===== src/rtl/cpu_pkg.sv =====
// Shared CPU definitions: branch-op codes and fetch-stage defaults.
package cpu_pkg;

  typedef enum logic [1:0] {
    BR_NONE = 2'd0,
    BR_COND = 2'd1,
    BR_J    = 2'd2,
    BR_JR   = 2'd3
  } br_op_e;

  localparam logic [31:0] PC_INIT_DEF = 32'h0000_3000;
  localparam logic [31:0] EXC_VEC_DEF = 32'h0000_4180;
  localparam logic [31:0] NOP         = 32'h0000_0000;

endpackage


===== src/rtl/npc_sel.sv =====
// Next-PC selection: sequential pc_q+4 or the branch target computed from the ID-stage PC.
module npc_sel
  import cpu_pkg::*;
(
  input  logic [31:0] pc_q,
  input  logic [31:0] id_pc,
  input  logic [1:0]  br_op,
  input  logic [15:0] br_imm16,
  input  logic [25:0] j_imm26,
  input  logic [31:0] jr_target,
  input  logic        redirect,
  output logic [31:0] npc
);

  logic [31:0] id_pc4;
  logic [31:0] br_off;
  logic [31:0] target;

  always_comb begin
    id_pc4 = id_pc + 32'd4;
    br_off = {{14{br_imm16[15]}}, br_imm16, 2'b00};
    target = pc_q + 32'd4;
    case (br_op)
      BR_COND: target = id_pc4 + br_off;
      BR_J:    target = {id_pc4[31:28], j_imm26, 2'b00};
      BR_JR:   target = jr_target;
      default: target = pc_q + 32'd4;
    endcase
    npc = redirect ? target : (pc_q + 32'd4);
  end

endmodule


===== src/rtl/fetch_stage.sv =====
// Instruction-fetch stage: PC register, IF/ID pipeline register, fetch-exception
// detection (misaligned or out-of-window PC) and a saturating fetch counter.
module fetch_stage
  import cpu_pkg::*;
#(
  parameter logic [31:0] PC_INIT    = PC_INIT_DEF,
  parameter logic [31:0] EXC_VEC    = EXC_VEC_DEF,
  parameter int unsigned ADDR_W     = 12,
  parameter int unsigned DELAY_SLOT = 1,
  parameter int unsigned CNT_W      = 32
) (
  input  logic              clk,
  input  logic              reset,
  output logic [ADDR_W-1:0] im_addr,
  input  logic [31:0]       im_rdata,
  input  logic              stall,
  input  logic              flush,
  input  logic [1:0]        br_op,
  input  logic              br_taken,
  input  logic [15:0]       br_imm16,
  input  logic [25:0]       j_imm26,
  input  logic [31:0]       jr_target,
  output logic [31:0]       pc,
  output logic [31:0]       id_instr,
  output logic [31:0]       id_pc,
  output logic [31:0]       id_pc4,
  output logic              id_valid,
  output logic              id_exc,
  output logic [CNT_W-1:0]  fetch_cnt
);

  localparam logic [CNT_W-1:0] CNT_ONE = CNT_W'(1);

  logic [31:0]      pc_q, pc_d;
  logic [31:0]      id_instr_q, id_instr_d;
  logic [31:0]      id_pc_q, id_pc_d;
  logic             id_valid_q, id_valid_d;
  logic             id_exc_q, id_exc_d;
  logic [CNT_W-1:0] fetch_cnt_q, fetch_cnt_d;

  logic        redirect;
  logic [31:0] npc;
  logic [31:0] win_off;
  logic        fetch_exc;

  assign redirect = (br_op == BR_J) || (br_op == BR_JR) ||
                    ((br_op == BR_COND) && br_taken);

  npc_sel u_npc_sel (
    .pc_q      (pc_q),
    .id_pc     (id_pc_q),
    .br_op     (br_op),
    .br_imm16  (br_imm16),
    .j_imm26   (j_imm26),
    .jr_target (jr_target),
    .redirect  (redirect),
    .npc       (npc)
  );

  // Window is [PC_INIT, PC_INIT + 4*2^ADDR_W): offset must have no bits above ADDR_W+1.
  assign win_off   = pc_q - PC_INIT;
  assign fetch_exc = (pc_q[1:0] != 2'b00) || (pc_q < PC_INIT) ||
                     ((win_off >> (ADDR_W + 2)) != '0);

  assign im_addr = pc_q[ADDR_W+1:2];

  always_comb begin
    pc_d        = pc_q;
    id_instr_d  = id_instr_q;
    id_pc_d     = id_pc_q;
    id_valid_d  = id_valid_q;
    id_exc_d    = id_exc_q;
    fetch_cnt_d = fetch_cnt_q;
    if (flush) begin
      pc_d       = EXC_VEC;
      id_instr_d = NOP;
      id_valid_d = 1'b0;
      id_exc_d   = 1'b0;
    end else if (!stall) begin
      pc_d = npc;
      if (redirect && (DELAY_SLOT == 0)) begin
        id_instr_d = NOP;
        id_valid_d = 1'b0;
        id_exc_d   = 1'b0;
      end else begin
        id_instr_d = fetch_exc ? NOP : im_rdata;
        id_pc_d    = pc_q;
        id_valid_d = 1'b1;
        id_exc_d   = fetch_exc;
        if (fetch_cnt_q != '1) fetch_cnt_d = fetch_cnt_q + CNT_ONE;
      end
    end
  end

  always_ff @(posedge clk or negedge reset) begin
    if (!reset) begin
      pc_q        <= PC_INIT;
      id_instr_q  <= NOP;
      id_pc_q     <= PC_INIT;
      id_valid_q  <= 1'b0;
      id_exc_q    <= 1'b0;
      fetch_cnt_q <= '0;
    end else begin
      pc_q        <= pc_d;
      id_instr_q  <= id_instr_d;
      id_pc_q     <= id_pc_d;
      id_valid_q  <= id_valid_d;
      id_exc_q    <= id_exc_d;
      fetch_cnt_q <= fetch_cnt_d;
    end
  end

  assign pc        = pc_q;
  assign id_instr  = id_instr_q;
  assign id_pc     = id_pc_q;
  assign id_pc4    = id_pc_q + 32'd4;
  assign id_valid  = id_valid_q;
  assign id_exc    = id_exc_q;
  assign fetch_cnt = fetch_cnt_q;

endmodule


===== config.mk =====
export PLATFORM = sky130hd
export DESIGN_NAME = fetch_stage
export DESIGN_NICKNAME = d
export VERILOG_FILES = /design/src/rtl/cpu_pkg.sv /design/src/rtl/npc_sel.sv /design/src/rtl/fetch_stage.sv
export SDC_FILE = /design/constraint.sdc
export NUM_CORES = 1
export LEC_CHECK = 0
export ABC_AREA = 1
export BUFFER_PORTS_ARGS = -buffer_cell sky130_fd_sc_hd__buf_2
export CAP_MARGIN = 10
export CORE_MARGIN = 3
export CORE_UTILIZATION = 55
export CTS_BUF_LIST = sky130_fd_sc_hd__clkbuf_4 sky130_fd_sc_hd__clkbuf_8
export CTS_CLUSTER_SIZE = 10
export DETAILED_ROUTE_END_ITERATION = 10
export PLACE_DENSITY = 0.83
export SETUP_SLACK_MARGIN = 0.02
export SKIP_LAST_GASP = 1
export SLEW_MARGIN = 0
export SYNTH_ARGS = -nofsm -noshare
export SYNTH_HDL_FRONTEND = slang
export SYNTH_SLANG_ARGS = --single-unit

===== constraint.sdc =====
create_clock -name clk -period 5.63 [get_ports clk]
set_input_delay 0.2815 -clock clk [delete_from_list [all_inputs] [get_ports clk]]
set_output_delay 0.2815 -clock clk [all_outputs]
set_load 0.01 [all_outputs]

==> metrics.md <==
| Metric | Value |
|---|---|
| Cell Area, Synth | approximately 11000 sq um |
| Worst slew pin tran | 1.13 ns |
| Clock share of power | 0.295 |
| Final setup viols | 0 |
| First-pass GRT wire length | just under 60000 um |
| Worst R2R Start | id_pc[6] |
| First-pass DRT Iterations | 6 |
| Layout area overhead | 17.7% |
| Total GRT Usage | 0.338 |
| DRC | 0 |
| Total Wirelength | about 37000 um |
| Status | completed |
| Largest net degree at the start of global routing | just over 80 |
| Filler cell count | 1795 |
| H-tree depth | 4 |
| Num CTS Buffers | 17 |
| Synth Net Count | 1779 |
| Min Tclk post-route | between 4 and 5 ns |
| Crit path max fanout | 8 |
| Combinational Power Share | 0.320 |
| Area after DPL | 12200 sq um |
| Die area | 21200 sq um |
| Seq/Total Area, Yosys | 0.305 |
| Initial antenna violation count | 0 |
| WL/cell | 17.2 um |
| CTS Sinks | 130 |
| Max-slew violation count | 0 |
| Internal reg-to-reg setup slack | 1.18 ns |
| Register area | 3260 sq um |
| Syn_area_per_cell | 6.57 sq um |
| ANT nets after route | 0 |
| Die height | 145 um |
| Post-synth cell types | 47 |
| Post-CTS Resized | 0 |
| Switching share of power | 0.393 |
| Final period util | 0.790 |
| Critical path startpoint category | register |
| Sw power | 1.15 mW |
| Int Power | 1.77 mW |
| RSZ-0062 raised after global routing | false |
| P_leak | approximately 7 nW |
| Critical Path Sink Type | register |
| Initial Util | 0.566 |
| Most frequent cells in the layout | 513 x nand2_1, 285 x buf_2, 225 x inv_1 |
| Clk_skew | about 0.02 ns |
| Flop pwr share | 0.385 |
| Die width | 145 um |
| Multi-input combinational cell area | 6230 sq um |
| Dominant synthesized flop cell | dfrtp_1 |
| YS warnings | 0 |
| Ys async rst share | 1.00 |
| Pwr dens | 232 nW/um^2 |
| Min-delay worst type | input port to register |
| Maximum VDD drop | 0.000245 V |
| Critical Path AT | ~4.8 ns |
| Gp weighted congestion | 1.01 |
| Synth Instances | about 1.6k |
| CTS tree | done |
| Iteration-0 DRC Markers | 1183 |
| Required @ worst endpoint | 5.98 ns |
| Port Buf Inserts | about 290 |
| Yosys reg bits | 130 |
| CTS clk-pin slew, worst paths | 0.09 ns |
| Number of nets in the layout | 2031 |
| Placed Cells | 2119 |
| FMAX | 225 MHz |
| FF-to-FF path depth | 19 |
| Setup Crit Path Kind | register to register |
| Setup crit start | id_pc[6] |
| Boundary Pins | 287 |
| Clock latency on the worst-skew pair | 0.45 ns |
| Post-layout util | 0.666 |
| R2R Path End | pc[25] |
| Commonest non-fill, non-tap cell in the layout | nand2_1 |
| Clock root buffer | clkbuf_8 |
| Hold_buf cts | 1 |
| Setup TNS | 0 ns |
| Vias per Instance | 5.49 |
| Max-Cap Viols | 0 |
| Design area | 12600 sq um |
| Layout cells sized above 1 | 0.211 |
| Vias in the first global route | 10.9k |
| Core area | between 15000 and 20000 sq um |
| Max Root-Sink Buffers | 2 |
| Hold Fails Final Rpt | 0 |
| Dpl hpwl | approximately 29000 um |
| Post-CTS Setup Inserts | 0 |
| Routed vias | 11.8k |
| Critical path capture point | pc[25] |
| Post-synth EDFFs | 0 |
| Row cnt | 50 |
| Final non-filler cell total | 2152 |
| ANT cells | 0 |
| Global route overflow | 0 |
| Slew HR | 0.240 |
[layout make-up]
type                    count  share of cell area
inverters                 230              0.0686
flip-flops and latches    130               0.259
clock inverters            14              0.0140
multi-input cells        1208               0.495
repair buffers            292               0.118
clock buffers              18              0.0197
well taps                 260              0.0258
[how the worst min path moves through the flow]
stage / start / endpoint / slack, ns / depth (start not counted)
global placement: reset / id_instr[12] / 0.38 / 1
finish: flush / id_valid / 0.10 / 2
floorplan: reset / fetch_cnt[0] / -0.01 / 0
detailed placement: reset / id_instr[9] / 0.37 / 1
CTS: flush / id_valid / 0.09 / 2
global route: flush / id_valid / 0.10 / 2
[synth_stat cells, types with 5 or more instances]
| library cell | count | area share |
|---|---|---|
| xor2_1 | 50 | 0.041 |
| inv_2 | 5 | 0.0018 |
| a221oi_1 | 13 | 0.011 |
| nor2_2 | 12 | 0.0070 |
| xnor2_1 | 10 | 0.0082 |
| nand2_1 | 513 | 0.18 |
| o21bai_1 | 9 | 0.0063 |
| nor2_1 | 148 | 0.052 |
| nor4_1 | 8 | 0.0047 |
| a21oi_1 | 51 | 0.024 |
| nand3b_1 | 5 | 0.0035 |
| a22o_1 | 5 | 0.0041 |
| clkbuf_1 | 28 | 0.0098 |
| nand4_1 | 39 | 0.023 |
| o21ai_1 | 8 | 0.0037 |
| nand3_2 | 31 | 0.029 |
| buf_4 | 17 | 0.012 |
| nor3_1 | 47 | 0.022 |
| nand3_1 | 98 | 0.046 |
| nand2_2 | 8 | 0.0047 |
| ha_1 | 38 | 0.044 |
| buf_2 | 5 | 0.0023 |
| dfrtp_1 | 126 | 0.29 |
| inv_1 | 225 | 0.079 |
| o21ai_0 | 82 | 0.038 |
[cell families (layout without fill, tap and decap cells)]
family / Yosys count / after routing / share of synthesized area
AO/OA/AOI/OAI: 185 / 185 / 0.0990
XOR/XNOR: 60 / 60 / 0.0491
adder cells (fa/ha/maj): 39 / 39 / 0.0463
buffers and inverters: 289 / 554 / 0.115
flip-flops: 130 / 130 / 0.305
AND/OR/NAND/NOR: 924 / 924 / 0.386
[worst max-delay path: stages (launching register included)]
cell and delay (ns):
dfrtp_1 0.51, nand2_1 0.11, nor2_1 0.15, nand2_1 0.14, nor4_2 0.35, nand2_1 0.16
nor3_1 0.57, xor2_1 0.22, ha_1 0.44, nand2_1 0.15, nor2_1 0.17, inv_1 0.09
nor3_1 0.35, nand3_1 0.28, nand3_1 0.15, nand2_1 0.06, nand3_1 0.12, nand3_1 0.15
nand2_1 0.10, nand3_1 0.07
[power by group through the flow]
stage                     Combinational, mW  Clock (mW)  Sequential (mW)
after floorplan                       0.590           0             1.14
after global placement                0.914           0             1.14
after detailed placement              0.922           0             1.14
after CTS                             0.928       0.866             1.12
after global routing                   1.03       0.908             1.14
final                                 0.936       0.863             1.12
[through the flow]
step           hold slack, ns  total power, mW  setup slack, ns
6_report                0.104             2.92             1.18
5_1_grt                 0.101             3.08            0.932
4_1_cts                0.0918             2.91             1.40
3_5_place_dp            0.374             2.06             1.44
3_3_place_gp            0.375             2.05             1.41
2_1_floorplan         -0.0141             1.73             2.57
[registers in the layout (all words and copies together), names as in the netlist]
signal,cells
fetch_cnt,32
id_exc,1
pc,32
id_valid,1
id_pc,32
id_instr,32
[per-layer routing]
metal	track usage	part of all wire
met5	0	0
met4	0.109	0.031
met3	0.0617	0.095
met2	0.537	0.45
met1	0.471	0.42
Note: power is estimated with default switching activity, not from simulation.
